<file path="config.mk">
export PLATFORM = sky130hd
export DESIGN_NAME = poly_osc_mixer
export DESIGN_NICKNAME = d
export VERILOG_FILES = /design/src/rtl/synth_pkg.sv /design/src/rtl/voice_shaper.sv /design/src/rtl/poly_osc_mixer.sv
export SDC_FILE = /design/constraint.sdc
export NUM_CORES = 1
export LEC_CHECK = 0
export CAP_MARGIN = 30
export CORE_UTILIZATION = 55
export CTS_BUF_LIST = sky130_fd_sc_hd__clkbuf_4 sky130_fd_sc_hd__clkbuf_8
export DETAILED_ROUTE_END_ITERATION = 7
export PLACE_DENSITY = 0.75
export SETUP_SLACK_MARGIN = 0.02
export SLEW_MARGIN = 20
export SYNTH_ARGS = -nofsm -noshare
export SYNTH_HDL_FRONTEND = slang
export SYNTH_SLANG_ARGS = --single-unit
</file>
<file path="constraint.sdc">
create_clock -name clk -period 8.64 [get_ports clk]
set_clock_uncertainty 0.1 [all_clocks]
set_input_delay 0.864 -clock clk [delete_from_list [all_inputs] [get_ports clk]]
set_output_delay 0.864 -clock clk [all_outputs]
set_load 0.05 [all_outputs]
</file>
<file path="src/rtl/synth_pkg.sv">
// Shared types and constants for the polyphonic oscillator mixer.
// Waveform modes, mixer FSM states and the volume scaling shift.
package synth_pkg;

  typedef enum logic [1:0] {
    WAVE_SAW,
    WAVE_SQUARE,
    WAVE_TRI,
    WAVE_PULSE25
  } wave_t;

  typedef enum logic [1:0] {
    S_IDLE,
    S_ACC,
    S_OUT
  } state_t;

  localparam int VOL_SHIFT = 4;

endpackage

</file>
<file path="src/rtl/voice_shaper.sv">
// Combinational waveform generator and volume scaler for one voice.
// Turns a phase into a signed, volume-scaled sample.
import synth_pkg::*;

module voice_shaper #(
  parameter int PHASE_W = 16,
  parameter int OUT_W   = 16
) (
  input  logic [PHASE_W-1:0]      phase,
  input  wave_t                   mode,
  input  logic [3:0]              vol,
  input  logic                    en,
  output logic signed [OUT_W-1:0] sample
);

  logic [OUT_W-1:0] top;
  logic [OUT_W-1:0] raw;
  logic [OUT_W-1:0] sgn;
  logic             msb;
  logic signed [OUT_W+4:0] sgn_x;
  logic signed [OUT_W+4:0] vol_x;
  logic signed [OUT_W+4:0] prod;
  logic signed [OUT_W+4:0] scaled;
  logic unused_bits;

  assign top = phase[PHASE_W-1 -: OUT_W];
  assign msb = top[OUT_W-1];

  // Raw unsigned waveform selected by mode.
  always_comb begin
    raw = '0;
    unique case (mode)
      WAVE_SAW:     raw = top;
      WAVE_SQUARE:  raw = {OUT_W{msb}};
      WAVE_TRI:     raw = msb ? ~(top << 1) : (top << 1);
      WAVE_PULSE25: raw = (top[OUT_W-1 -: 2] == 2'b00) ? '1 : '0;
      default:      raw = top;
    endcase
  end

  // Offset binary to two's complement is a flip of the sign bit.
  assign sgn   = raw ^ {1'b1, {(OUT_W-1){1'b0}}};
  assign sgn_x = {{5{sgn[OUT_W-1]}}, sgn};
  assign vol_x = {{(OUT_W+1){1'b0}}, vol};
  assign prod  = sgn_x * vol_x;
  assign scaled = prod >>> VOL_SHIFT;

  assign sample = en ? scaled[OUT_W-1:0] : '0;

  assign unused_bits = ^{phase, scaled[OUT_W+4:OUT_W]};

endmodule

</file>
<file path="src/rtl/poly_osc_mixer.sv">
// N-voice oscillator bank with a time-multiplexed saturating mixer.
// One shared shaper walks the voices; the sum leaves as offset PCM.
import synth_pkg::*;

module poly_osc_mixer #(
  parameter int VOICES  = 4,
  parameter int PHASE_W = 16,
  parameter int OUT_W   = 16,
  parameter int DIV_W   = 8,
  localparam int IDX_W  = (VOICES > 1) ? $clog2(VOICES) : 1
) (
  input  logic               clk,
  input  logic               rst,
  input  logic [DIV_W-1:0]   tick_div,
  input  logic               cfg_we,
  input  logic [IDX_W-1:0]   cfg_voice,
  input  logic [PHASE_W-1:0] cfg_inc,
  input  logic [1:0]         cfg_wave,
  input  logic [3:0]         cfg_vol,
  input  logic               cfg_en,
  output logic [OUT_W-1:0]   pcm,
  output logic               pcm_valid,
  output logic               clip,
  output logic               overrun
);

  localparam int ACC_W = OUT_W + $clog2(VOICES) + 1;

  logic [DIV_W-1:0]   cnt;
  logic               tick;
  logic               go;
  logic               cfg_ok;

  logic [PHASE_W-1:0] phase  [VOICES];
  logic [PHASE_W-1:0] sh_inc [VOICES];
  wave_t              wave   [VOICES];
  wave_t              sh_wave[VOICES];
  logic [3:0]         vol    [VOICES];
  logic [3:0]         sh_vol [VOICES];
  logic [VOICES-1:0]  en;
  logic [VOICES-1:0]  sh_en;

  state_t             state;
  state_t             state_nx;
  logic [IDX_W-1:0]   idx;
  logic               last;

  logic signed [OUT_W-1:0] scaled;
  logic signed [ACC_W-1:0] acc;
  logic signed [ACC_W-1:0] acc_sum;
  logic [OUT_W-1:0]        sat;
  logic                    ovf;

  assign tick   = (cnt >= tick_div);
  assign go     = tick && (state == S_IDLE);
  assign cfg_ok = cfg_we && (32'(cfg_voice) < VOICES);
  assign last   = (32'(idx) == VOICES - 1);

  voice_shaper #(
    .PHASE_W(PHASE_W),
    .OUT_W  (OUT_W)
  ) u_shaper (
    .phase (phase[idx]),
    .mode  (wave[idx]),
    .vol   (vol[idx]),
    .en    (en[idx]),
    .sample(scaled)
  );

  assign acc_sum = acc
    + {{(ACC_W-OUT_W){scaled[OUT_W-1]}}, scaled};

  // Accumulator fits OUT_W signed only if its top bits agree.
  assign ovf = !(&acc_sum[ACC_W-1:OUT_W-1]
              || ~|acc_sum[ACC_W-1:OUT_W-1]);

  assign sat = !ovf ? acc_sum[OUT_W-1:0]
             : acc_sum[ACC_W-1]
             ? {1'b1, {(OUT_W-1){1'b0}}}
             : {1'b0, {(OUT_W-1){1'b1}}};

  // Sample-tick divider, wraps on the tick cycle.
  always_ff @(posedge clk or posedge rst) begin
    if (rst) cnt <= '0;
    else     cnt <= tick ? '0 : cnt + 1'b1;
  end

  // Voice state: shadow config load and tick-time phase/config update.
  always_ff @(posedge clk or posedge rst) begin
    if (rst) begin
      for (int i = 0; i < VOICES; i++) begin
        phase[i]   <= '0;
        sh_inc[i]  <= '0;
        wave[i]    <= WAVE_SAW;
        sh_wave[i] <= WAVE_SAW;
        vol[i]     <= '0;
        sh_vol[i]  <= '0;
      end
      en    <= '0;
      sh_en <= '0;
    end else begin
      if (go) begin
        for (int i = 0; i < VOICES; i++) begin
          phase[i] <= sh_en[i] ? phase[i] + sh_inc[i] : '0;
          wave[i]  <= sh_wave[i];
          vol[i]   <= sh_vol[i];
        end
        en <= sh_en;
      end
      if (cfg_ok) begin
        sh_inc[cfg_voice]  <= cfg_inc;
        sh_wave[cfg_voice] <= wave_t'(cfg_wave);
        sh_vol[cfg_voice]  <= cfg_vol;
        sh_en[cfg_voice]   <= cfg_en;
      end
    end
  end

  // Mixer FSM state register.
  always_ff @(posedge clk or posedge rst) begin
    if (rst) state <= S_IDLE;
    else     state <= state_nx;
  end

  // Mixer FSM next state and valid strobe.
  always_comb begin
    state_nx  = state;
    pcm_valid = 1'b0;
    unique case (state)
      S_IDLE: if (tick) state_nx = S_ACC;
      S_ACC:  if (last) state_nx = S_OUT;
      S_OUT: begin
        pcm_valid = 1'b1;
        state_nx  = S_IDLE;
      end
      default: state_nx = S_IDLE;
    endcase
  end

  // Accumulate one voice per cycle; register the saturated result.
  always_ff @(posedge clk or posedge rst) begin
    if (rst) begin
      idx     <= '0;
      acc     <= '0;
      pcm     <= {1'b1, {(OUT_W-1){1'b0}}};
      clip    <= 1'b0;
      overrun <= 1'b0;
    end else begin
      if (tick && state != S_IDLE) overrun <= 1'b1;
      if (go) begin
        idx <= '0;
        acc <= '0;
      end
      if (state == S_ACC) begin
        acc <= acc_sum;
        idx <= idx + 1'b1;
        if (last) begin
          pcm  <= {~sat[OUT_W-1], sat[OUT_W-2:0]};
          clip <= ovf;
        end
      end
    end
  end

endmodule
</file>
==> results of run 1 <==
## routing by layer
| metal | share of wire (%) | wire length [µm] | track usage [%] |
|---|---|---|---|
| met3 | 5.5 | 2140 | 4.441 |
| met2 | 49 | 19000 | 45.61 |
| met4 | 3.2 | 1254 | 10.09 |
| met1 | 43 | 16660 | 35.61 |
| met5 | 0.028 | 11 | 0 |
## flip-flops by register name, indices dropped and copies added (netlist names)
register	cells
wave	8
idx	2
sh_en	4
acc	19
sh_wave	8
sh_vol	16
overrun	1
pcm	16
cnt	8
en	4
clip	1
sh_inc	64
state	2
vol	16
phase	64
## cell families after synthesis
logic type      count (synthesis)
simple gates                  468
fa+ha+maj                     160
mux                           129
flops                         233
compound gates                341
buf+inv                       179
xor+xnor                       92
## what timing repair did
action	4_1_cts	5_1_grt
cloned	0	2
gates resized for setup	3	71
pin swaps	0	50
setup endpoints to repair	14	16
buffers inserted	1	30
## metrics by stage
| step | setup TNS [ns] | util [%] | hold WS [ns] |
|---|---|---|---|
| floorplan | 0 | - | 0.3331 |
| global placement | 0 | 59.90 | 0.3410 |
| detailed placement | -0.7186 | 60.00 | 0.3548 |
| CTS | 0 | 63.46 | 0.3502 |
| global route | -0.7703 | 65.51 | 0.3863 |
| finish | 0 | 65.51 | 0.3581 |
## cells in the mapped netlist (4+ instances only)
| cell | count |
|---|---|
| a22oi_1 | 4 |
| clkbuf_1 | 48 |
| mux2_2 | 98 |
| and3_1 | 4 |
| mux4_2 | 20 |
| nor2_1 | 120 |
| o31ai_1 | 43 |
| o211ai_1 | 19 |
| xor2_1 | 34 |
| o21ai_1 | 4 |
| a211oi_1 | 4 |
| nand3_1 | 39 |
| xnor2_1 | 57 |
| nor3_1 | 20 |
| clkinv_1 | 4 |
| mux2i_1 | 11 |
| a21o_1 | 32 |
| and2_1 | 7 |
| fa_1 | 36 |
| or2_2 | 19 |
| a31oi_1 | 4 |
| o31ai_2 | 9 |
| a21oi_1 | 71 |
| o21bai_1 | 38 |
| a211o_1 | 4 |
| nor3b_1 | 4 |
| buf_1 | 7 |
| nand2b_1 | 8 |
| dfrtp_1 | 232 |
| inv_1 | 114 |
| o21a_1 | 6 |
| o21ai_0 | 70 |
| nand2_1 | 219 |
| ha_1 | 123 |
| or3_1 | 4 |
| a31o_2 | 4 |
| nor2b_1 | 7 |
## final timing paths
path / cells past startpoint / endpoint / start / slack, ns
max in group asynchronous: 3 / idx[0] / rst / 6.40
min in group asynchronous: 2 / pcm[9] / rst / 0.72
worst min-delay path: 2 / wave[2] / sh_wave[2] / 0.36
worst min register to register: 2 / wave[2] / sh_wave[2] / 0.36
worst max-delay path: 36 / pcm[6] / idx[0] / 0.21
worst max register to register: 36 / pcm[6] / idx[0] / 0.21
## area by class of cell
cell class	instances	area share, %
Multi-Input combinational cell	1190	51.87
Sequential cell	233	31.87
Timing Repair Buffer	122	6.078
Clock buffer	66	4.519
Tap cell	378	2.584
Inverter	118	2.461
Clock inverter	7	0.6153
## worst reg2reg max path, delay by kind of cell, from the launching register on
family / cells / cell delay (ns)
and+or+nand+nor: 7 / 1.14
DFF: 1 / 0.50
muxes: 2 / 0.73
buffers and inverters: 6 / 0.76
AOI/OAI and AO/OA: 14 / 2.83
adders and majority gates: 5 / 1.93
xor gates and xnor gates: 2 / 0.33
==> results.json, run 1 <==
{
  "ctsHoldBuffers": 0,
  "max_stage_delay_ns": 0.54,
  "drtIter0Drc": 736,
  "synth_top_area_share_pct": 37.02,
  "synth_mux_area_share_pct": 10.61,
  "synth_top_cell_by_area": "dfrtp_1",
  "dieArea_mm2": 0.02919,
  "path_clk_slew_ns": 0.07,
  "antenna_cells": 0,
  "final.period_utilization_pct": 97.54,
  "seq_area_frac_synth_pct": 37.18,
  "maxSlewViolCount": 0,
  "synth_fa_ha_area_share_pct": 14.47,
  "synth_async_sr_flop_share_pct": 100.0,
  "crit_buf_inv": 6,
  "numCtsBuffers": 42,
  "cp-end-kind": "flop",
  "drt_first_pass_iters": 5,
  "finalHoldViolCount": 0,
  "grt_overflow_total": 0,
  "synthFlopType": "dfrtp_1",
  "cts_sinks": 233,
  "synthXorXnorAreaFrac_pct": 5.185,
  "core_area_mm2": 0.02793,
  "areaGrowthSynthToFinish_pct": 16.68,
  "ys_ff_latch": 233,
  "yosys.area_share.simple_pct": 13.22,
  "slew_headroom_pct": 47.85,
  "final_cell_mix": "dfrtp_1, nand2_1, nor2_1",
  "syn_inst": 1602,
  "fillers": 2203,
  "synth_fp_nets": 1797,
  "grt_max_degree": 105,
  "start_kind": "flop",
  "yosys-top-cells-area": "dfrtp_1, ha_1, mux2_2, nand2_1, fa_1",
  "drv_cap": 0,
  "antenna_found_initial": 1,
  "crit_top_cell": "a21o_1",
  "synth_edf_count": 0,
  "drt_drc_violations_left": 0,
  "syn_area_mm2": 0.01568,
  "crit_required_ns": 8.96,
  "hp-class": "reg2reg",
  "die_h_um": 170.9,
  "cts-root-buf": "clkbuf_8",
  "fin_area_mm2": 0.01830,
  "grt_pass1_vias": 12230,
  "num_io_pins": 55,
  "grt_first_pass_wirelength_mm": 62.59,
  "layout_commonest_cell": "dfrtp_1",
  "drt_wl_total_mm": 39.06,
  "worst_slack_ns": 0.2126,
  "dp_hpwl_mm": 27.28,
  "place.gp.congestion": 0.9291,
  "synth_top_family_by_area": "compound AO/OA/AOI/OAI gates",
  "placed_cells": 2008,
  "crit_family": "compound AO/OA/AOI/OAI gates",
  "fmax_mhz": 118.7,
  "worstMarginPinSlew_ns": 0.7823,
  "grt.total_usage_pct": 27.24,
  "final_nets": 1902,
  "path_class": "reg2reg",
  "drive_gt1_share_pct": 20.39,
  "crit_arrival_ns": 8.75,
  "status": "complete, no violations",
  "synth_compound_area_share_pct": 14.90,
  "ant_nets": 0,
  "yosysWarnings": 0,
  "avgSynthCellArea_um2": 9.790,
  "die_w_um": 170.9,
  "cts_tree": "yes",
  "via_per_inst": 5.847,
  "place_ws_ns": -0.1072,
  "port_buffers": 54,
  "wl_per_cell_um": 18.48,
  "start_util_pct": 56.15,
  "rows": 61,
  "insertion_delay_ns": 0.56,
  "place_area_mm2": 0.01676,
  "multi_input_area_mm2": 0.009492,
  "htree_levels": 2,
  "fin_crit_ns": 8.427,
  "setup_viol": 0,
  "crit_path_top_delay_cell": "fa_1",
  "clk_path_buf_depth": 3,
  "seq_area_mm2": 0.005833,
  "fin_cells": 2114,
  "crit_fanout": 8,
  "via_count": 12360,
  "yosysUniqueCellTypes": 74
}
Power of run 1 is left out: the tool's default activity adds up to more than one toggle a clock period on the data nets, which glitch-free logic cannot reach.
==> run 2, diff against run 1 <==
--- a/config.mk
+++ b/config.mk
@@ -5,6 +5,7 @@
 export SDC_FILE = /design/constraint.sdc
 export NUM_CORES = 1
 export LEC_CHECK = 0
+export ABC_AREA = 1
 export CAP_MARGIN = 30
 export CORE_UTILIZATION = 55
 export CTS_BUF_LIST = sky130_fd_sc_hd__clkbuf_4 sky130_fd_sc_hd__clkbuf_8
==> constraint.sdc (replaced) <==
create_clock -name clk -period 8.64 [get_ports clk]
set_clock_uncertainty 0.1 [all_clocks]
set_input_delay 0.864 -clock clk [delete_from_list [all_inputs] [get_ports clk]]
set_output_delay 0.864 -clock clk [all_outputs]
set_load 0.1 [all_outputs]
==> run 2 against run 1 <==
Against the previous run:
- synthesized cell count increased by 18%
- final area down 5.8%
- critical path depth increased by 9
- area after synthesis decreased by 1.5%
- final cell count up 11%
- critical endpoint is now pcm[8]
- sequential cell count is the same
- utilization fell by 2.2 points
- first-iteration DRC count is 27% higher
- worst setup slack gained 0.52 ns
- non-clock buffer count shrank 51
- die area down 1.4%
- wire length is 5.3% lower
==> results.json, run 2 <==
{
  "grt_max_degree": 119,
  "synth_compound_area_share_pct": 15.96,
  "seq_area_frac_synth_pct": 37.73,
  "place_ws_ns": 0.4969,
  "insertion_delay_ns": 0.56,
  "crit_top_cell": "nand2_1",
  "synthXorXnorAreaFrac_pct": 3.797,
  "numCtsBuffers": 40,
  "worstMarginPinSlew_ns": 0.9887,
  "cts-root-buf": "clkbuf_8",
  "finalHoldViolCount": 0,
  "synth_commonest_cells": "nand2_1, dfrtp_1, inv_1",
  "clk_path_buf_depth": 3,
  "syn_area_mm2": 0.01546,
  "synth_top_area_share_pct": 37.56,
  "place.gp.congestion": 0.8907,
  "die_w_um": 169.6,
  "max_stage_delay_ns": 0.54,
  "fin_util_pct": 63.27,
  "tns_ns": 0,
  "synth_edf_count": 0,
  "via_per_inst": 5.448,
  "die_h_um": 169.6,
  "yosys.area_share.simple_pct": 20.29,
  "synth_mux_area_share_pct": 0,
  "rr_startpoint": "idx[0]",
  "cts_sinks": 233,
  "final_cell_mix": "nand2_1, dfrtp_1, inv_1",
  "port_buffers": 54,
  "antenna_cells": 0,
  "num_io_pins": 55,
  "yosysWarnings": 0,
  "fillers": 2315,
  "synth_top_family_by_area": "simple AND/OR/NAND/NOR gates",
  "syn_inst": 1889,
  "drive_gt1_share_pct": 9.873,
  "final.period_utilization_pct": 91.53,
  "drv_cap": 0,
  "yosys-top-cells-area": "dfrtp_1, nand2_1, ha_1, o21ai_0, inv_1",
  "drt_first_pass_iters": 5,
  "crit_path_top_delay_cell": "fa_1",
  "synth_async_sr_flop_share_pct": 100.0,
  "final_nets": 2136,
  "hp-class": "reg2reg",
  "core_area_mm2": 0.02725,
  "rows": 60,
  "crit_fanout": 65,
  "yosysMostFrequentCell": "nand2_1",
  "grt_first_pass_wirelength_mm": 61.78,
  "slew_headroom_pct": 33.88,
  "fin_crit_ns": 7.908,
  "dieArea_mm2": 0.02878,
  "antenna_found_initial": 0,
  "place_area_mm2": 0.01630,
  "synth_top_cell_by_area": "dfrtp_1",
  "grt.total_usage_pct": 26.69,
  "synthFlopType": "dfrtp_1",
  "drt_wl_total_mm": 37.00,
  "ctsHoldBuffers": 0,
  "fmax_mhz": 126.4,
  "areaGrowthSynthToFinish_pct": 11.55,
  "cp-end-kind": "flop",
  "htree_levels": 2,
  "crit_start": "idx[0]",
  "via_count": 12730,
  "grt_overflow_total": 0,
  "ys_ff_latch": 233,
  "ant_nets": 0,
  "crit_required_ns": 8.96,
  "path_clk_slew_ns": 0.06,
  "yosysUniqueCellTypes": 58,
  "wl_per_cell_um": 15.83,
  "cts_tree": "yes",
  "fin_area_mm2": 0.01724,
  "avgSynthCellArea_um2": 8.182,
  "start_util_pct": 56.72,
  "min_from": "overrun",
  "synth_fa_ha_area_share_pct": 14.62,
  "layout_commonest_cell": "nand2_1",
  "start_kind": "flop",
  "path_class": "reg2reg",
  "maxSlewViolCount": 0,
  "setup_viol": 0,
  "drtIter0Drc": 932,
  "drt_drc_violations_left": 0,
  "status": "complete, no violations",
  "largest_registers": "phase x64, sh_inc x64, acc x19",
  "worst_slack_ns": 0.7317,
  "grt_pass1_vias": 12590,
  "crit_arrival_ns": 8.23,
  "synth_fp_nets": 2084,
  "dp_hpwl_mm": 26.73
}
## run 2: cell families (layout without fill, tap and decap cells)
logic type,after synthesis,after routing
xor gates and xnor gates,67,67
adders and majority gates,159,159
buffers and inverters,294,370
AOI/OAI and AO/OA,424,424
and+or+nand+nor,712,712
DFF,233,233
## run 2: worst paths after layout
| path | cells past startpoint | slack [ns] | end |
|---|---|---|---|
| min in group asynchronous | 2 | 0.75 | sh_inc[4] |
| max in group asynchronous | 3 | 6.45 | cnt[1] |
| hold / removal | 2 | 0.36 | overrun |
| hold reg to reg | 2 | 0.36 | overrun |
| setup / recovery | 45 | 0.73 | pcm[8] |
| setup reg to reg | 45 | 0.73 | pcm[8] |
## run 2: final cells by class
class,instances,area (µm²),area share (%)
flip-flops and latches,233,5833,33.83
clock buffers,59,749.5,4.347
inverters,233,885.9,5.138
repair buffers,71,713.2,4.136
well taps,372,465.4,2.700
clock inverters,7,100.1,0.5806
multi-input cells,1362,8494,49.27
## run 2: what timing repair did
action | 4_1_cts | 5_1_grt
setup endpoints to repair | 0 | 16
resized for setup | 0 | 8
setup buffers | 0 | 1
## run 2: routing by layer
metal  vias up  global-route usage, %  share of wire (%)
met4         0                  7.599                2.1
li1       6296                      -                  -
met1      6026                  35.97                 46
met3        72                  3.988                5.2
met2       338                  44.64                 47
met5         -                      0                  0
## run 2: metrics by stage
| stage | std cells | hold slack (ns) |
|---|---|---|
| final | 2337 | 0.3615 |
| after CTS | 2335 | 0.3653 |
| after global routing | 2337 | 0.3790 |
| after global placement | 2269 | 0.3458 |
| after floorplan | 1889 | 0.3422 |
| after detailed placement | 2269 | 0.3498 |
## run 2: critical path: cells and delay by family, from the launching register on
kind | cells | cell delay [ns]
buffers and inverters | 6 | 0.68
AO/OA/AOI/OAI | 8 | 1.36
AND/OR/NAND/NOR | 25 | 2.98
flip-flops | 1 | 0.39
adder cells (fa/ha/maj) | 6 | 2.21
Power of run 2 is left out for the same reason.
==> edit 1: new RTL, settings of run 2 <==
Register the input `tick_div` before use, cleared by the reset. The logic sees it one clock later. The other inputs are not delayed to match.
--- a/src/rtl/poly_osc_mixer.sv
+++ b/src/rtl/poly_osc_mixer.sv
@@ -27,4 +27,14 @@
   localparam int ACC_W = OUT_W + $clog2(VOICES) + 1;
 
+  logic [DIV_W-1:0] tick_div_q;
+
+  always_ff @(posedge clk or posedge rst) begin
+    if (rst) begin
+      tick_div_q <= '0;
+    end else begin
+      tick_div_q <= tick_div;
+    end
+  end
+
   logic [DIV_W-1:0]   cnt;
   logic               tick;
@@ -52,5 +62,5 @@
   logic                    ovf;
 
-  assign tick   = (cnt >= tick_div);
+  assign tick   = (cnt >= tick_div_q);
   assign go     = tick && (state == S_IDLE);
   assign cfg_ok = cfg_we && (32'(cfg_voice) < VOICES);
Formal check against the unedited RTL: not equivalent (Yosys sat finds a counterexample within 4 cycles, from zero or initial values and one cycle with rst high).
==> edit 1 against run 2 <==
- sequential cell count grew 8
- non-clock buffer count did not move
- die area up 1.6%
- wire length grew 0.48%
- synthesized cell count grew 1.8%
- area after synthesis is 1.6% higher
- design area increased by 1.8%
- setup slack gained 0.040 ns
- largest cell class unchanged
Power is left out: the tool's default activity adds up to more than one toggle a clock period on the data nets, which glitch-free logic cannot reach.
==> edit 1: results (changes against run 2) <==
- Synth Area in Adders: 0.144 (-0.00227)
- Status: finished clean
- Inverters: 227 (-2.6%)
- Xor and xnor area share after synthesis: 0.0405 (+0.00252)
- Post-synthesis compound-gate area fraction: 0.159 (-0.000408)
- Rel. slew slack: 0.350 (+0.0108)
- Final Net Count: 2171 (+1.6%)
- Arr. time, crit path: 8.19 ns (-0.04 ns)
- Placed cell areas: 16600 um^2 (+1.7%)
- Commonest cells post-synth: 438 x nand2_1, 240 x dfrtp_1, 219 x inv_1
- Clk_lat worst skew: 0.56 ns (about the same)
- IO buf count: 54 (unchanged)
- Fin cells: 2385 (+2.1%)
- Mapped Nets: 2118 (+1.6%)
- Global-route wire length before repair: 62.0 mm (+0.35%)
- Finished Cell Area: 17500 um^2 (+1.8%)
- Count of different cell masters after synthesis: 55 (-5.2%)
- Detailed placer's ending HPWL: 26.8 mm (+0.16%)
- Multi-input combinational area share: 0.486 (-0.00679)
- Post-CTS sizing: 0 (unchanged)
- Placed insts: 2308 (+1.7%)
- Post-synthesis sequential area ratio: 0.384 (+0.00689)
- Non-clk buf share: 0.0402 (-0.00121)
- DRT iter0 DRCs: 949 (+1.8%)
- GPL Wtd Cong: 0.882 (-1.0%)
- Crit path largest cell delay: 0.54 ns (about the same)
- Filler cell count: 2472 (+6.8%)
- Ranking of synthesized cells by area: dfrtp_1 38%, nand2_1 10%, ha_1 9.8%
- Register Area: 6030 um^2 (+3.4%)
- Critical Path Fanout Max: 40 (-38%)
- Vias after detailed routing: 13200 (+3.5%)
- CTS sink cnt: 241 (+3.4%)
- Share of cells above drive strength 1: 0.0917 (-0.00705)
- Ant diodes: 0 (unchanged)
- Drt wl/cell: 15.6 um (-1.5%)
- GRT Util Overall: 0.265 (-0.00215)
- Comb_multi_in: 1392 (+2.2%)
- Mapped Cells: 1923 (+1.8%)
- Clock-cell share: 0.0540 (+0.00471)
- Largest net degree at the start of global routing: 120 (+0.84%)
- Clkbuf count: 70 (+19%)
- Clk root buf: clkbuf_8
- Postcts setup bufs: 0 (unchanged)
- First-pass DRT Iterations: 7 (+2)
- Setup WS pre-CTS: 0.517 ns (+0.0203 ns)
- CTS Buf Count: 43 (+7.5%)
- # rows: 61 (+1.7%)
==> edit 1: worst paths after layout <==
path | endpoint | depth (start not counted) | slack, ns | start
min | overrun | 2 | 0.36 | overrun
max | clip | 43 | 0.77 | idx[0]
max reg2reg | clip | 43 | 0.77 | idx[0]
min in group asynchronous | cnt[5] | 2 | 0.79 | rst
min reg2reg | overrun | 2 | 0.36 | overrun
max in group asynchronous | idx[0] | 3 | 6.18 | rst
==> edit 1: critical path: cells and delay by family, from the launching register on <==
kind | cells | cell delay (ns)
buf+inv | 5 | 0.51
simple gates | 22 | 2.44
fa+ha+maj | 6 | 2.33
flops | 1 | 0.39
compound gates | 10 | 1.93
==> edit 1: cells by family after synthesis <==
group / count (synthesis)
xor+xnor: 71
compound gates: 438
simple gates: 724
buf+inv: 290
fa+ha+maj: 159
flops: 241
==> edit 1: layer usage <==
layer	track usage	share of wire
met1	0.351	0.45
met2	0.445	0.47
met3	0.0382	0.050
met4	0.0862	0.026
met5	0	0
==> edit 2: new RTL, settings of run 2 <==
Without the edit above. `PHASE_W` is set to 16 in 2 places; all go to 32.
--- a/src/rtl/voice_shaper.sv
+++ b/src/rtl/voice_shaper.sv
@@ -4,5 +4,5 @@
 
 module voice_shaper #(
-  parameter int PHASE_W = 16,
+  parameter int PHASE_W = 32,
   parameter int OUT_W   = 16
 ) (
--- a/src/rtl/poly_osc_mixer.sv
+++ b/src/rtl/poly_osc_mixer.sv
@@ -5,5 +5,5 @@
 module poly_osc_mixer #(
   parameter int VOICES  = 4,
-  parameter int PHASE_W = 16,
+  parameter int PHASE_W = 32,
   parameter int OUT_W   = 16,
   parameter int DIV_W   = 8,
Ports: changed (resized cfg_inc); port bits go from 55 to 71. The function was not compared with the original's and may differ.
==> edit 2 against run 2 <==
- design area grew 51%
- area after synthesis is 51% higher
- wire length up 62%
- sequential cell count increased by 128
- setup slack worse by 0.025 ns
- utilization shrank 1.0 points
- non-clock buffer count increased by 30
- hold slack improved by 0.0059 ns
- die area up 50%
Power is left out: the tool's default activity adds up to more than one toggle a clock period on the data nets, which glitch-free logic cannot reach.
==> edit 2: results (changes against run 2) <==
- Syn_area_per_cell: 7.98 um^2 (-2.5%)
- IO buf count: 70 (+30%)
- Arr. time, crit path: 8.40 ns (+0.17 ns)
- Clk_lat worst skew: 0.69 ns (+0.13 ns)
- Non-clk buf share: 0.0376 (-0.00380)
- Met3 usage: 0.0489 (+0.00903)
- Clkbuf count: 96 (+63%)
- Minimum clock period: 7.93 ns (+0.0251 ns)
- Status: finished clean
- Fin cells: 3587 (+53%)
- Drt via density: 5.61 (+2.9%)
- Placed insts: 3466 (+53%)
- FF-to-FF setup slack: 0.71 ns (-0.03 ns)
- Rel. slew slack: 0.347 (+0.00826)
- Largest net degree at the start of global routing: 131 (+10%)
- Crit path largest cell delay: 0.50 ns (-0.04 ns)
- Hold wc startpoint: sh_vol[4]
- Register Area: 9040 um^2 (+55%)
- Multi-input combinational area share: 0.487 (-0.00576)
- Final Net Count: 3272 (+53%)
- Sequential share of cell area: 0.347 (+0.00874)
- Repair and plain buffers: 101 (+42%)
- Comb_multi_in: 2133 (+57%)
- Count of different cell masters after synthesis: 59 (+1.7%)
- Global Route met2 Usage: 0.467 (+0.0202)
- Routed wl met3: 3.53 mm (+83%)
- GRT Util Overall: 0.284 (+0.0170)
- Hold path cells: 2 (unchanged)
- Commonest cells post-synth: 696 x nand2_1, 377 x o21ai_0, 360 x dfrtp_1
- Clock-cell share: 0.0533 (+0.00400)
- Detailed placer's ending HPWL: 44.1 mm (+65%)
- Fin Hold WS: 0.367 ns (+0.00594 ns)
- Placed cell areas: 24500 um^2 (+51%)
- Post-synthesis sequential area ratio: 0.387 (+0.00985)
- Crit-path leading delay family: compound AO/OA/AOI/OAI gates
- GPL Wtd Cong: 1.00 (+12%)
- Setup WS pre-CTS: 0.413 ns (-0.0842 ns)
- Seq cells: 361 (+55%)
- Top Registers: phase (128), sh_inc (128), acc (19)
- Share of cells above drive strength 1: 0.0840 (-0.0147)
- Mapped Nets: 3199 (+54%)
- Inverters: 339 (+45%)
- M1 GR Usage: 0.367 (+0.00771)
- Met2 Wirelength: 27.9 mm (+60%)
- Min-Delay Path Class: flip-flop to flip-flop
- M1 wire length: 26.1 mm (+55%)
- Final WL: 60.0 mm (+62%)
- Critical Path Fanout Max: 28 (-57%)
- Ranking of synthesized cells by area: dfrtp_1 39%, nand2_1 11%, ha_1 10%
- Global-route wire length before repair: 99.4 mm (+61%)
- Synth Cell Area: 23300 um^2 (+51%)
edit 2: cell count changes after synthesis, sizes merged, moves of 9 or more:
cell | before | now
xnor2 | 29 | 50
o211ai | 3 | 12
nor4 | 1 | 11
clkbuf | 46 | 69
nor2 | 127 | 156
ha | 123 | 187
o22ai | 23 | 11
nand3 | 75 | 101
a21oi | 132 | 254
dfrtp | 232 | 360
o21ai | 191 | 386
inv | 232 | 339
nand2 | 457 | 723
edit 2: kinds of logic (layout without fill, tap and decap cells):
family	after synthesis	count (layout)	synth area share
buffers and inverters	430	554	0.0720
AO/OA/AOI/OAI	763	763	0.182
XOR/XNOR	94	94	0.0353
flip-flops	361	361	0.387
adder cells (fa/ha/maj)	223	223	0.131
AND/OR/NAND/NOR	1053	1053	0.193
edit 2: what timing repair did:
action / in CTS / in global routing
buffers inserted: 0 / 5
endpoints found under the setup margin: 0 / 16
hold endpoints to repair: 0 / 0
gates resized for setup: 0 / 7
